<file path="src/rtl/div_hilo_sequencer_if.sv">
`default_nettype none
// ============================================================================
// Module      : div_hilo_sequencer_if
// Description : Command / result bundle between a requester and the
//               div_hilo_sequencer control stage.
//               master : drives the divide command, observes the result.
//               slave  : the sequencer itself.
// Signals     : start, signed_op, dividend[WIDTH], divisor[WIDTH]  (command)
//               busy, done, div_by_zero, lo_out[WIDTH], hi_out[WIDTH] (result)
// Revision    : 1.0 - initial release
// ============================================================================
interface div_hilo_sequencer_if #(
  parameter int WIDTH = 32
);
  logic             start;
  logic             signed_op;
  logic [WIDTH-1:0] dividend;
  logic [WIDTH-1:0] divisor;
  logic             busy;
  logic             done;
  logic             div_by_zero;
  logic [WIDTH-1:0] lo_out;
  logic [WIDTH-1:0] hi_out;

  modport master (
    output start, signed_op, dividend, divisor,
    input  busy, done, div_by_zero, lo_out, hi_out
  );

  modport slave (
    input  start, signed_op, dividend, divisor,
    output busy, done, div_by_zero, lo_out, hi_out
  );
endinterface
`default_nettype wire

</file>
<file path="src/rtl/div_hilo_sequencer.sv">
`default_nettype none
// ============================================================================
// Module      : div_hilo_sequencer
// Description : Multi-cycle control stage around a combinational restoring
//               divider. Latches a divide command, drives operand magnitudes
//               to the divider, waits SETTLE_CYCLES for the divider to settle,
//               then captures quotient/remainder, applies sign fixup and
//               presents LO (quotient) / HI (remainder).
// Ports       : clk            - system clock, rising edge
//               clr            - synchronous active-high reset
//               bus (slave)    - command in (start, signed_op, dividend,
//                                divisor), result out (busy, done,
//                                div_by_zero, lo_out, hi_out)
//               div_m          - divider M input, zero-extended |divisor|
//               div_q          - divider Q input, |dividend|
//               div_quotient   - divider quotient
//               div_remainder  - divider remainder (top bit unused)
// Options     : DIV_SHORTCUT_EN - when defined, |dividend| < |divisor|
//               completes immediately with LO=0, HI=dividend.
// Revision    : 1.0 - initial release
// ============================================================================
module div_hilo_sequencer #(
  parameter int WIDTH         = 32,
  parameter int SETTLE_CYCLES = 4
) (
  input  wire logic             clk,
  input  wire logic             clr,
  div_hilo_sequencer_if.slave   bus,
  output logic [WIDTH:0]        div_m,
  output logic [WIDTH-1:0]      div_q,
  input  wire logic [WIDTH-1:0] div_quotient,
  input  wire logic [WIDTH:0]   div_remainder
);

  localparam logic [1:0] c_IDLE = 2'd0;
  localparam logic [1:0] c_WAIT = 2'd1;
  localparam logic [1:0] c_FIX  = 2'd2;
  localparam logic [1:0] c_DONE = 2'd3;

  // WAIT exits on the cycle the counter reads zero, so loading N-1 gives
  // exactly N cycles in WAIT.
  localparam logic [7:0] c_SETTLE_LOAD = 8'(SETTLE_CYCLES - 1);

  logic [1:0]       r_state;
  logic [7:0]       r_cnt;
  logic             r_sign_a;
  logic             r_sign_b;
  logic             r_zero_pend;
  logic             r_busy;
  logic             r_done;
  logic             r_dbz;
  logic [WIDTH-1:0] r_lo;
  logic [WIDTH-1:0] r_hi;
  logic [WIDTH:0]   r_div_m;
  logic [WIDTH-1:0] r_div_q;

  logic             w_sign_a;
  logic             w_sign_b;
  logic [WIDTH-1:0] w_mag_a;
  logic [WIDTH-1:0] w_mag_b;
  logic             w_divisor_zero;
  logic [WIDTH-1:0] w_rem;
  logic             w_unused_rem_msb;

  assign w_sign_a       = bus.signed_op & bus.dividend[WIDTH-1];
  assign w_sign_b       = bus.signed_op & bus.divisor[WIDTH-1];
  // Negation wraps modulo 2^WIDTH: the most negative value maps onto itself,
  // which is its exact unsigned magnitude.
  assign w_mag_a        = w_sign_a ? (~bus.dividend + 1'b1) : bus.dividend;
  assign w_mag_b        = w_sign_b ? (~bus.divisor + 1'b1) : bus.divisor;
  assign w_divisor_zero = (bus.divisor == '0);

  // Remainder magnitude always fits in WIDTH bits; the extra bit is unused.
  assign w_rem            = div_remainder[WIDTH-1:0];
  assign w_unused_rem_msb = div_remainder[WIDTH];

`ifdef DIV_SHORTCUT_EN
  logic w_shortcut;
  assign w_shortcut = (w_mag_a < w_mag_b);
`endif

  always_ff @(posedge clk) begin
    if (clr) begin
      r_state     <= c_IDLE;
      r_cnt       <= '0;
      r_sign_a    <= 1'b0;
      r_sign_b    <= 1'b0;
      r_zero_pend <= 1'b0;
      r_busy      <= 1'b0;
      r_done      <= 1'b0;
      r_dbz       <= 1'b0;
      r_lo        <= '0;
      r_hi        <= '0;
      r_div_m     <= '0;
      r_div_q     <= '0;
    end else begin
      // busy/done are registered from the state, so they trail the FSM by
      // one edge; results are already stable when done rises.
      r_busy <= (r_state != c_IDLE);
      r_done <= 1'b0;

      case (r_state)
        c_IDLE: begin
          if (bus.start) begin
            if (w_divisor_zero) begin
              // Divider inputs deliberately left untouched on this path.
              r_lo        <= '1;
              r_hi        <= bus.dividend;
              r_zero_pend <= 1'b1;
              r_state     <= c_DONE;
            end else begin
              r_sign_a    <= w_sign_a;
              r_sign_b    <= w_sign_b;
              r_div_q     <= w_mag_a;
              r_div_m     <= {1'b0, w_mag_b};
              r_cnt       <= c_SETTLE_LOAD;
              r_zero_pend <= 1'b0;
              r_dbz       <= 1'b0;
`ifdef DIV_SHORTCUT_EN
              if (w_shortcut) begin
                // Quotient is zero and the remainder is the dividend itself,
                // already carrying the correct sign.
                r_lo    <= '0;
                r_hi    <= bus.dividend;
                r_state <= c_DONE;
              end else begin
                r_state <= c_WAIT;
              end
`else
              r_state <= c_WAIT;
`endif
            end
          end
        end

        c_WAIT: begin
          if (r_cnt == 8'd0) begin
            r_state <= c_FIX;
          end else begin
            r_cnt <= r_cnt - 8'd1;
          end
        end

        c_FIX: begin
          // Truncation toward zero; remainder follows the dividend's sign.
          r_lo    <= (r_sign_a ^ r_sign_b) ? (~div_quotient + 1'b1) : div_quotient;
          r_hi    <= r_sign_a ? (~w_rem + 1'b1) : w_rem;
          r_state <= c_DONE;
        end

        c_DONE: begin
          r_done  <= 1'b1;
          r_dbz   <= r_zero_pend;
          r_state <= c_IDLE;
        end

        default: begin
          r_state <= c_IDLE;
        end
      endcase
    end
  end

  assign bus.busy        = r_busy;
  assign bus.done        = r_done;
  assign bus.div_by_zero = r_dbz;
  assign bus.lo_out      = r_lo;
  assign bus.hi_out      = r_hi;
  assign div_m           = r_div_m;
  assign div_q           = r_div_q;

endmodule
`default_nettype wire

</file>
<file path="src/flat_wrapper.sv">
// flat-port wrapper written by rule: the top's interface ports become plain ports
module div_hilo_sequencer_flat 
#(
  parameter int WIDTH         = 32,
  parameter int SETTLE_CYCLES = 4
)
  (clk, clr, div_m, div_q, div_quotient, div_remainder, bus_start, bus_signed_op, bus_dividend, bus_divisor, bus_busy, bus_done, bus_div_by_zero, bus_lo_out, bus_hi_out);
  div_hilo_sequencer_if #(.WIDTH(WIDTH)) bus_i ();
  input  wire logic clk;
  input  wire logic clr;
  output logic [WIDTH:0] div_m;
  output logic [WIDTH-1:0] div_q;
  input  wire logic [WIDTH-1:0] div_quotient;
  input  wire logic [WIDTH:0] div_remainder;
  input wire logic [$bits(bus_i.start)-1:0] bus_start;
  input wire logic [$bits(bus_i.signed_op)-1:0] bus_signed_op;
  input wire logic [$bits(bus_i.dividend)-1:0] bus_dividend;
  input wire logic [$bits(bus_i.divisor)-1:0] bus_divisor;
  output wire logic [$bits(bus_i.busy)-1:0] bus_busy;
  output wire logic [$bits(bus_i.done)-1:0] bus_done;
  output wire logic [$bits(bus_i.div_by_zero)-1:0] bus_div_by_zero;
  output wire logic [$bits(bus_i.lo_out)-1:0] bus_lo_out;
  output wire logic [$bits(bus_i.hi_out)-1:0] bus_hi_out;
  assign bus_i.start = bus_start;
  assign bus_i.signed_op = bus_signed_op;
  assign bus_i.dividend = bus_dividend;
  assign bus_i.divisor = bus_divisor;
  assign bus_busy = bus_i.busy;
  assign bus_done = bus_i.done;
  assign bus_div_by_zero = bus_i.div_by_zero;
  assign bus_lo_out = bus_i.lo_out;
  assign bus_hi_out = bus_i.hi_out;
  div_hilo_sequencer #(.WIDTH(WIDTH), .SETTLE_CYCLES(SETTLE_CYCLES)) u_core (.clk(clk), .clr(clr), .bus(bus_i), .div_m(div_m), .div_q(div_q), .div_quotient(div_quotient), .div_remainder(div_remainder));
endmodule
</file>
<file path="config.mk">
export PLATFORM = sky130hd
export DESIGN_NAME = div_hilo_sequencer_flat
export DESIGN_NICKNAME = d
export VERILOG_FILES = /design/src/rtl/div_hilo_sequencer_if.sv /design/src/rtl/div_hilo_sequencer.sv /design/src/flat_wrapper.sv
export SDC_FILE = /design/constraint.sdc
export NUM_CORES = 1
export LEC_CHECK = 0
export CAP_MARGIN = 40
export CORE_MARGIN = 3
export CORE_UTILIZATION = 45
export CTS_CLUSTER_DIAMETER = 200
export DETAILED_ROUTE_END_ITERATION = 8
export HOLD_SLACK_MARGIN = 0.02
export PLACE_DENSITY = 0.75
export REMOVE_ABC_BUFFERS = 1
export SLEW_MARGIN = 20
export SYNTH_ARGS = -nofsm -noshare
export SYNTH_HDL_FRONTEND = slang
export SYNTH_SLANG_ARGS = --single-unit
export TNS_END_PERCENT = 5
</file>
<file path="constraint.sdc">
create_clock -name clk -period 3.5 [get_ports clk]
set_clock_uncertainty 0.2 [all_clocks]
set_input_delay 0.525 -clock clk [delete_from_list [all_inputs] [get_ports clk]]
set_output_delay 0.525 -clock clk [all_outputs]
set_load 0.05 [all_outputs]
</file>
# After elaboration in Yosys (flattened, before gate mapping)
# Index checks and enable logic that the tools add are counted.
# word_totals
ff_bits	144
latchBits	0
ramBits	0
mem_bits_ro	0
in_bits	133
output_inout_bits	132
elab_cells	69
n_memories	0
# classes
addsub	5
multipliers	0
div_mod_pow	0
n_lt_le_gt_ge	0
eq_ne	8
shift	0
n_mux	23
bitwise	8
n_reduce_logical	13
# ops
cell	n
two-way mux 32 bit	8
adder 32 x 1 -> 32 bit (second input constant)	4
NOT 32 bit	4
case mux 32 bit (2 select lines)	2
zero test 32 bit	1
two-way mux 8 bit	3
case mux 8 bit (2 select lines)	1
AND reduction 3 bit	3
zero test 8 bit	1
case mux 2 bit (4 select lines)	1
nonzero test 2 bit	4
subtractor 8 x 1 -> 8 bit (second input constant)	1
two-way mux 2 bit	3
!= test 2 bit (second input constant)	3
== test 2 bit (second input constant)	2
two-way mux 1 bit	4
!= test 2 x 1 -> 1 bit (second input constant)	2
AND reduction 2 bit	2
AND reduction 4 bit	1
bitwise AND 1 bit	2
== test 2 x 1 -> 1 bit (second input constant)	1
zero test 2 bit	1
case mux 1 bit (2 select lines)	1
NOT 1 bit	1
bitwise XOR 1 bit	1

# Longest topological paths before layout
# Gate-level depths: netlist of the first run.
# logic_depth
depth_word	4
depth_mapped	10

# Least setup slack after synthesis of the first run
# No wires, ideal clock.
# synth_timing
path_type	input-to-reg
from	input bus_divisor[0]
to	register u_core.r_lo[14], in the netlist u_core.bus.lo_out[14]
setup_time_ns	0.120
arrival_time_ns	2.590
required_ns	3.180
slack_ns	0.590
stages	9
n_path_buf	2
path_cell_list	inv_1 ha_1 or3b_1 or4_4 o41ai_4 and2_1 buf_2 buf_4 a21oi_1
# synth_via
elab_chain_len	3
# synth_rtl
element	line_no	rtl
from (decl)	flat_wrapper.sv:18	input wire logic [$bits(bus_i.divisor)-1:0] bus_divisor;
zero test 32 bit	div_hilo_sequencer.sv:71	assign w_divisor_zero = (bus.divisor == '0);
!= test 2 x 1 -> 1 bit (no source line)	--	
AND reduction 3 bit (no source line)	--	
to (signal assigned)	div_hilo_sequencer.sv:146	r_lo <= (r_sign_a ^ r_sign_b) ? (~div_quotient + 1'b1) : div_quotient;
to (decl)	div_hilo_sequencer.sv:52	logic [WIDTH-1:0] r_lo;
# No other way between the ends.
# A chain may end at the register's enable or synchronous reset.

# Worst setup path after layout of the first run
# layout_timing
from	input bus_divisor[0]
to	register u_core.r_lo[1], in the netlist u_core.bus.lo_out[1]
# Same word-level chain as after synthesis.

==> flow_summary.yaml, run 1 <==
detailed_routing:
  via_count: 8508
  ant_nets: 0
  firstDrtPassIters: 4
  drt_iter0_drc: 468
  drc_errors: 0
  wl_um: 27000
  wire_per_inst_um: 17.8
  avgViaCountPerCell: 5.60
grt:
  grt_pass1_vias: 8037
  grt_use_total: 0.264
  grt_max_degree: 79
  grt_first_pass_wirelength_um: 42500
  antenna_found_initial: 2
  grt_remaining_overflow: 0
power:
  powerDensity_mw_per_mm2: 663
  max-vdd-ir-drop_v: 0.000443
  leakagePower_nw: 4.21
  power_w: 0.00784
setup_path:
  path_class: "in2reg"
  path_delay_family: "simple AND/OR/NAND/NOR gates"
  crit_path_start_kind: "input pin"
  cp_max_fo: 27
  crit_slowest_cell: "or4_4"
  cp_data_required_time_ns: 3.61
  max_stage_delay_ns: 0.58
  reg2reg_depth: 7
  crit_cells: 10
  crit_chain: "clkdlybuf4s50_1 -> inv_1 -> ha_1 -> or3b_1 -> or4_4 -> o41ai_4 -> buf_4 -> and2_1 -> buf_12 -> a31oi_1"
  arrival_ns: 3.33
  critPathCaptureType: "flip-flop"
  cp_num_buf_inv: 4
finish:
  area_growth_pct: 45.7
  drive_above_1_share: 0.0688
  n_fill_cell: 1472
  seqCellArea_sq_mm: 0.00288
  nets: 1426
  multi_input_area_sq_mm: 0.00485
synthesis:
  synth_seq_cells: 144
  synthTopCellsByCount: "dfxtp_1 (144), a21oi_1 (115), nor2_1 (112), o21ai_0 (78), nand2_1 (72)"
  netlist_instances: 1022
  post-synth-top-count-cell: "dfxtp_1"
  synth-simple-area-share: 0.175
  synth_xor_area_frac: 0.128
  ys.flop_type: "dfxtp_1"
  synth_top_area_frac: 0.355
  ys_types: 56
  syn_area_sq_mm: 0.00812
  avgSynthCellArea_sq_um: 7.95
  yosysTopAreaCell: "dfxtp_1"
  synth-compound-area-share: 0.270
  synth_warnings: 0
  seq_area_frac_synth: 0.355
  async_flop_share: 0
  synth_fa_ha_area_frac: 0.0169
  muxShareOfSynthArea: 0.00493
  synthTopCellsByArea: "dfxtp_1 (35%), a21oi_1 (7.1%), xor2_1 (6.7%)"
  synth_edf_count: 0
  synth_top_family_by_area: "compound AO/OA/AOI/OAI gates"
run_status:
  run_status: "completed"
floorplan:
  die_area_sq_mm: 0.0197
  coreArea_sq_mm: 0.0175
  die_h_um: 140
  die_x_um: 140
  ios: 265
  initial_core_util: 0.465
  row_count: 48
sta:
  fin_ws_ns: 0.274
  post-route-period-util: 0.922
  worstMarginPinSlew_ns: 0.656
  slew_headroom: 0.562
  finalSetupViolCount: 0
  rsz0062_at_grt: "false"
  fin_crit_ns: 3.23
  fmax_mhz: 310
  report.final.slew_viol_count: 0
  finalHoldViolations: 0
placement:
  io_buffers: 262
  gp_congestion: 0.889
  post-dp-hpwl_um: 19900
  dp_slack_ns: -0.110
run:
  maxCapViolCount: 0
clock_network:
  cts-buffers-inserted: 17
  insertion_delay_ns: 0.42
  clock_sinks: 144
  cts_resized: 0
  hold_buffers: 0
  h-tree-depth: 4
  root_buffer: "clkbuf_16"
  clkTransAtPathRegs_ns: 0.07
  cts_setup_buffers: 0
  cts_tree: "done"
  cts_buffer_depth: 2
min_path:
  hold_path_class: "in2reg"
  min_path_cells: 2
-- state kept, by name, summed over array words and instances (netlist names) --
signal and count:
u_core.bus.hi_out 32, u_core.bus.lo_out 32, u_core.div_m 32, u_core.div_q 32, u_core.r_cnt 8, u_core.r_state 2, u_core.bus.busy 1, u_core.bus.div_by_zero 1
u_core.bus.done 1, u_core.r_sign_a 1, u_core.r_sign_b 1, u_core.r_zero_pend 1
-- through the flow --
stage,setup TNS [ns],cell area [sq um],hold WS (ns),util,instances
6_report,0,11800,0.207,0.677,1520
3_3_place_gp,-2.40,11200,0.240,0.641,1486
3_5_place_dp,-3.53,11200,0.246,0.641,1486
2_1_floorplan,-156.45,7820,0.231,-,951
5_1_grt,0,11800,0.213,0.677,1520
4_1_cts,0,11800,0.199,0.675,1517
-- power by group --
| part | switching, W | leakage, nW | total [W] | internal (W) |
|---|---|---|---|---|
| Clock | 0.000724 | 0.285 | 0.00188 | 0.00115 |
| Combinational | 0.00239 | 2.75 | 0.00371 | 0.00133 |
| Sequential | 0.000227 | 1.18 | 0.00226 | 0.00203 |
| Total | 0.00334 | 4.21 | 0.00784 | 0.00451 |
-- worst paths after layout --
check | startpoint | end | slack, ns
worst max-delay path | bus_divisor[0] | u_core.bus.lo_out[1]$_SDFFE_PP0P_ | 0.27
worst min-delay path | clr | u_core.bus.hi_out[26]$_SDFFE_PP0P_ | 0.21
worst max register to register | u_core.r_state[0]$_SDFFE_PP0P_ | u_core.r_cnt[7]$_SDFFE_PP0P_ | 0.89
worst min register to register | u_core.bus.hi_out[1]$_SDFFE_PP0P_ | u_core.bus.hi_out[1]$_SDFFE_PP0P_ | 0.25
-- cell families (layout without fill, tap and decap cells) --
family | after synthesis | in the layout
compound gates | 354 | 354
xor+xnor | 119 | 119
fa+ha+maj | 11 | 11
buf+inv | 95 | 367
flops | 144 | 144
mux | 4 | 4
other cells | 1 | 2
simple gates | 294 | 294
-- final cells by class --
cell class                 count  share of cell area
multi-input combinational    783               0.410
inverter                      24             0.00761
tap                          225              0.0238
clock inverter                10              0.0115
sequential                   144               0.244
antenna                        1            0.000211
timing repair buffer         312               0.264
clock buffer                  21              0.0389
-- worst register-to-register path, delay by kind of cell (launching register included) --
kind / cells / cell delay, ns
adder cells (fa/ha/maj): 1 / 0.32
AND/OR/NAND/NOR: 1 / 0.21
buffers and inverters: 1 / 0.12
flip-flops: 1 / 0.38
AO/OA/AOI/OAI: 4 / 1.26
-- placed cells by master (no fill, tap or decap), types with 24 or more instances in the layout --
| master | Yosys | routed |
|---|---|---|
| a211oi_1 | 50 | 50 |
| inv_1 | 24 | 24 |
| o31ai_1 | 27 | 27 |
| nor2_1 | 112 | 111 |
| o21ai_0 | 78 | 78 |
| nand2_1 | 72 | 72 |
| clkdlybuf4s50_1 | 0 | 261 |
| xor2_1 | 62 | 62 |
| buf_4 | 6 | 40 |
| dfxtp_1 | 144 | 144 |
| a21oi_1 | 115 | 115 |
| xnor2_1 | 57 | 57 |
-- layer usage --
metal | GRT usage | wire [um] | up-vias
li1 | - | - | 4217
met1 | 0.343 | 11600 | 3925
met2 | 0.428 | 12600 | 328
met3 | 0.0758 | 2410 | 36
met4 | 0.0760 | 456 | 2
met5 | 0 | 13 | -
Note: power is estimated with default switching activity, not from simulation.
==> run 2: changes to the inputs <==
--- a/config.mk
+++ b/config.mk
@@ -7,11 +7,12 @@
 export LEC_CHECK = 0
 export CAP_MARGIN = 40
 export CORE_MARGIN = 3
-export CORE_UTILIZATION = 45
+export CORE_UTILIZATION = 42
 export CTS_CLUSTER_DIAMETER = 200
 export DETAILED_ROUTE_END_ITERATION = 8
+export GPL_TIMING_DRIVEN = 1
 export HOLD_SLACK_MARGIN = 0.02
-export PLACE_DENSITY = 0.75
+export PLACE_DENSITY = 0.73
 export REMOVE_ABC_BUFFERS = 1
 export SLEW_MARGIN = 20
 export SYNTH_ARGS = -nofsm -noshare
==> constraint.sdc (replaced) <==
create_clock -name clk -period 2.7 [get_ports clk]
set_clock_uncertainty 0.2 [all_clocks]
set_input_delay 0.405 -clock clk [delete_from_list [all_inputs] [get_ports clk]]
set_output_delay 0.405 -clock clk [all_outputs]
set_load 0.05 [all_outputs]
==> flow_summary.yaml, run 2 (synthesized netlist as in run 1, its figures left out) <==
run_status:
  run_status: "finished, violations left"
  violations: "setup timing"
sta:
  report.final.slew_viol_count: 0
  fmax_mhz: 364
  finalSetupViolCount: 10
  finalHoldViolations: 0
  slew_headroom: 0.500
  worstMarginPinSlew_ns: 0.751
  rsz0062_at_grt: "true"
  post-route-period-util: 1.02
  fin_crit_ns: 2.75
  fin_ws_ns: -0.0476
  setup_tns_ns: -0.227
setup_path:
  cp_max_fo: 8
  arrival_ns: 2.90
  cp_data_required_time_ns: 2.85
  crit_slowest_cell: "or4_4"
  max_stage_delay_ns: 0.55
  cpMostUsedCell: "buf_6"
  crit_path_start_kind: "input pin"
  path_class: "in2reg"
  critPathCaptureType: "flip-flop"
  crit_chain: "buf_6 -> or4_4 -> or4_4 -> buf_6 -> o41ai_4 -> buf_6 -> buf_6 -> buf_6 -> o21ai_1 -> a21o_1 -> a21oi_2"
floorplan:
  initial_core_util: 0.431
  die_area_sq_mm: 0.0210
  die_x_um: 145
  row_count: 50
  coreArea_sq_mm: 0.0188
  die_h_um: 145
  ios: 265
finish:
  drive_above_1_share: 0.211
  layout_commonest_cell: "clkdlybuf4s50_1"
  final_cell_mix: "clkdlybuf4s50_1 (249), buf_4 (164), dfxtp_1 (144), a21oi_1 (105), nor2_1 (96)"
  final_area_sq_mm: 0.0134
  multi_input_area_sq_mm: 0.00518
  area_growth_pct: 64.9
  nets: 1569
  seqCellArea_sq_mm: 0.00288
  final_cell_count_no_fill: 1699
  n_fill_cell: 1460
clock_network:
  clock_sinks: 144
  cts-buffers-inserted: 17
  h-tree-depth: 4
  cts_buffer_depth: 2
  clkTransAtPathRegs_ns: 0.06
  insertion_delay_ns: 0.42
  hold_buffers: 0
  cts_tree: "done"
  root_buffer: "clkbuf_16"
detailed_routing:
  firstDrtPassIters: 5
  drc_errors: 0
  drt_iter0_drc: 564
  avgViaCountPerCell: 5.49
  wl_um: 30300
  ant_nets: 0
  wire_per_inst_um: 17.8
  via_count: 9327
placement:
  placed_area_sq_mm: 0.0121
  gp_congestion: 0.913
  place_inst: 1643
  io_buffers: 262
  post-dp-hpwl_um: 20800
grt:
  grt_use_total: 0.269
  grt_remaining_overflow: 0
  antenna_found_initial: 1
  grt_max_degree: 67
  grt_pass1_vias: 9141
  grt_first_pass_wirelength_um: 47000
power:
  leakagePower_nw: 5.08
  max-vdd-ir-drop_v: 0.000517
  powerDensity_mw_per_mm2: 785
  power_w: 0.0105
run:
  maxCapViolCount: 0
min_path:
  hold_path_class: "in2reg"
## run 2: cell types whose count changed in the layout (fill, tap and decap cells not counted), sizes merged
cell	delta
dlygate4sd2	+2
bufinv	-3
dlymetal6s2s	+4
clkbuf	+4
clkdlybuf4s50	-12
inv	+2
clkinvlp	+3
buf	+144
## run 2: worst max-delay path, delay by kind of cell
family / cells / cell delay (ns)
AOI/OAI and AO/OA: 4 / 0.76
and+or+nand+nor: 2 / 1.09
buffers and inverters: 5 / 0.64
## run 2: timing repair
item,4_1_cts,5_1_grt
buffers inserted,10,8
resized for setup,59,80
pin swaps,11,12
setup endpoints to repair,141,129
gates cloned,6,3
## run 2: area by class of cell
cell class	instances	area share
well taps	260	0.0243
flip-flops and latches	144	0.215
inverters	24	0.00673
clock inverters	12	0.00645
diodes	1	0.000187
multi-input cells	783	0.387
repair buffers	455	0.326
clock buffers	20	0.0341
## run 2: path summary, 6_finish.rpt
| check | start | slack (ns) | cells after the start | end |
|---|---|---|---|---|
| worst max-delay path | bus_divisor[27] | -0.05 | 11 | u_core.bus.hi_out[22]$_SDFFE_PP0P_ |
| worst min-delay path | bus_divisor[29] | 0.12 | 3 | u_core.div_m[29]$_SDFFE_PP0P_ |
| worst max register to register | u_core.r_state[0]$_SDFFE_PP0P_ | 0.11 | 10 | u_core.bus.hi_out[22]$_SDFFE_PP0P_ |
| worst min register to register | u_core.bus.hi_out[2]$_SDFFE_PP0P_ | 0.26 | 2 | u_core.bus.hi_out[2]$_SDFFE_PP0P_ |
## run 2: through the flow
stage,util,hold slack (ns),worst slack [ns]
2_1_floorplan,-,0.231,-2.85
3_3_place_gp,0.645,0.240,-0.737
3_5_place_dp,0.645,0.251,-0.806
4_1_cts,0.697,0.178,-0.00532
5_1_grt,0.711,0.130,-0.106
6_report,0.711,0.124,-0.0476
## run 2: layer usage
layer | vias up | part of all wire | routed length, um | global-route usage
met1 | 4401 | 0.43 | 12900 | 0.350
met5 | - | 0 | 0 | 0
li1 | 4508 | - | - | -
met2 | 363 | 0.48 | 14400 | 0.446
met4 | 0 | 0.025 | 743 | 0.0874
met3 | 55 | 0.072 | 2190 | 0.0603
## run 2: where the power goes
group / total, W / internal, W / switching [W]
logic: 0.00536 / 0.00205 / 0.00331
registers: 0.00297 / 0.00263 / 0.000343
clock network: 0.00218 / 0.00122 / 0.000957
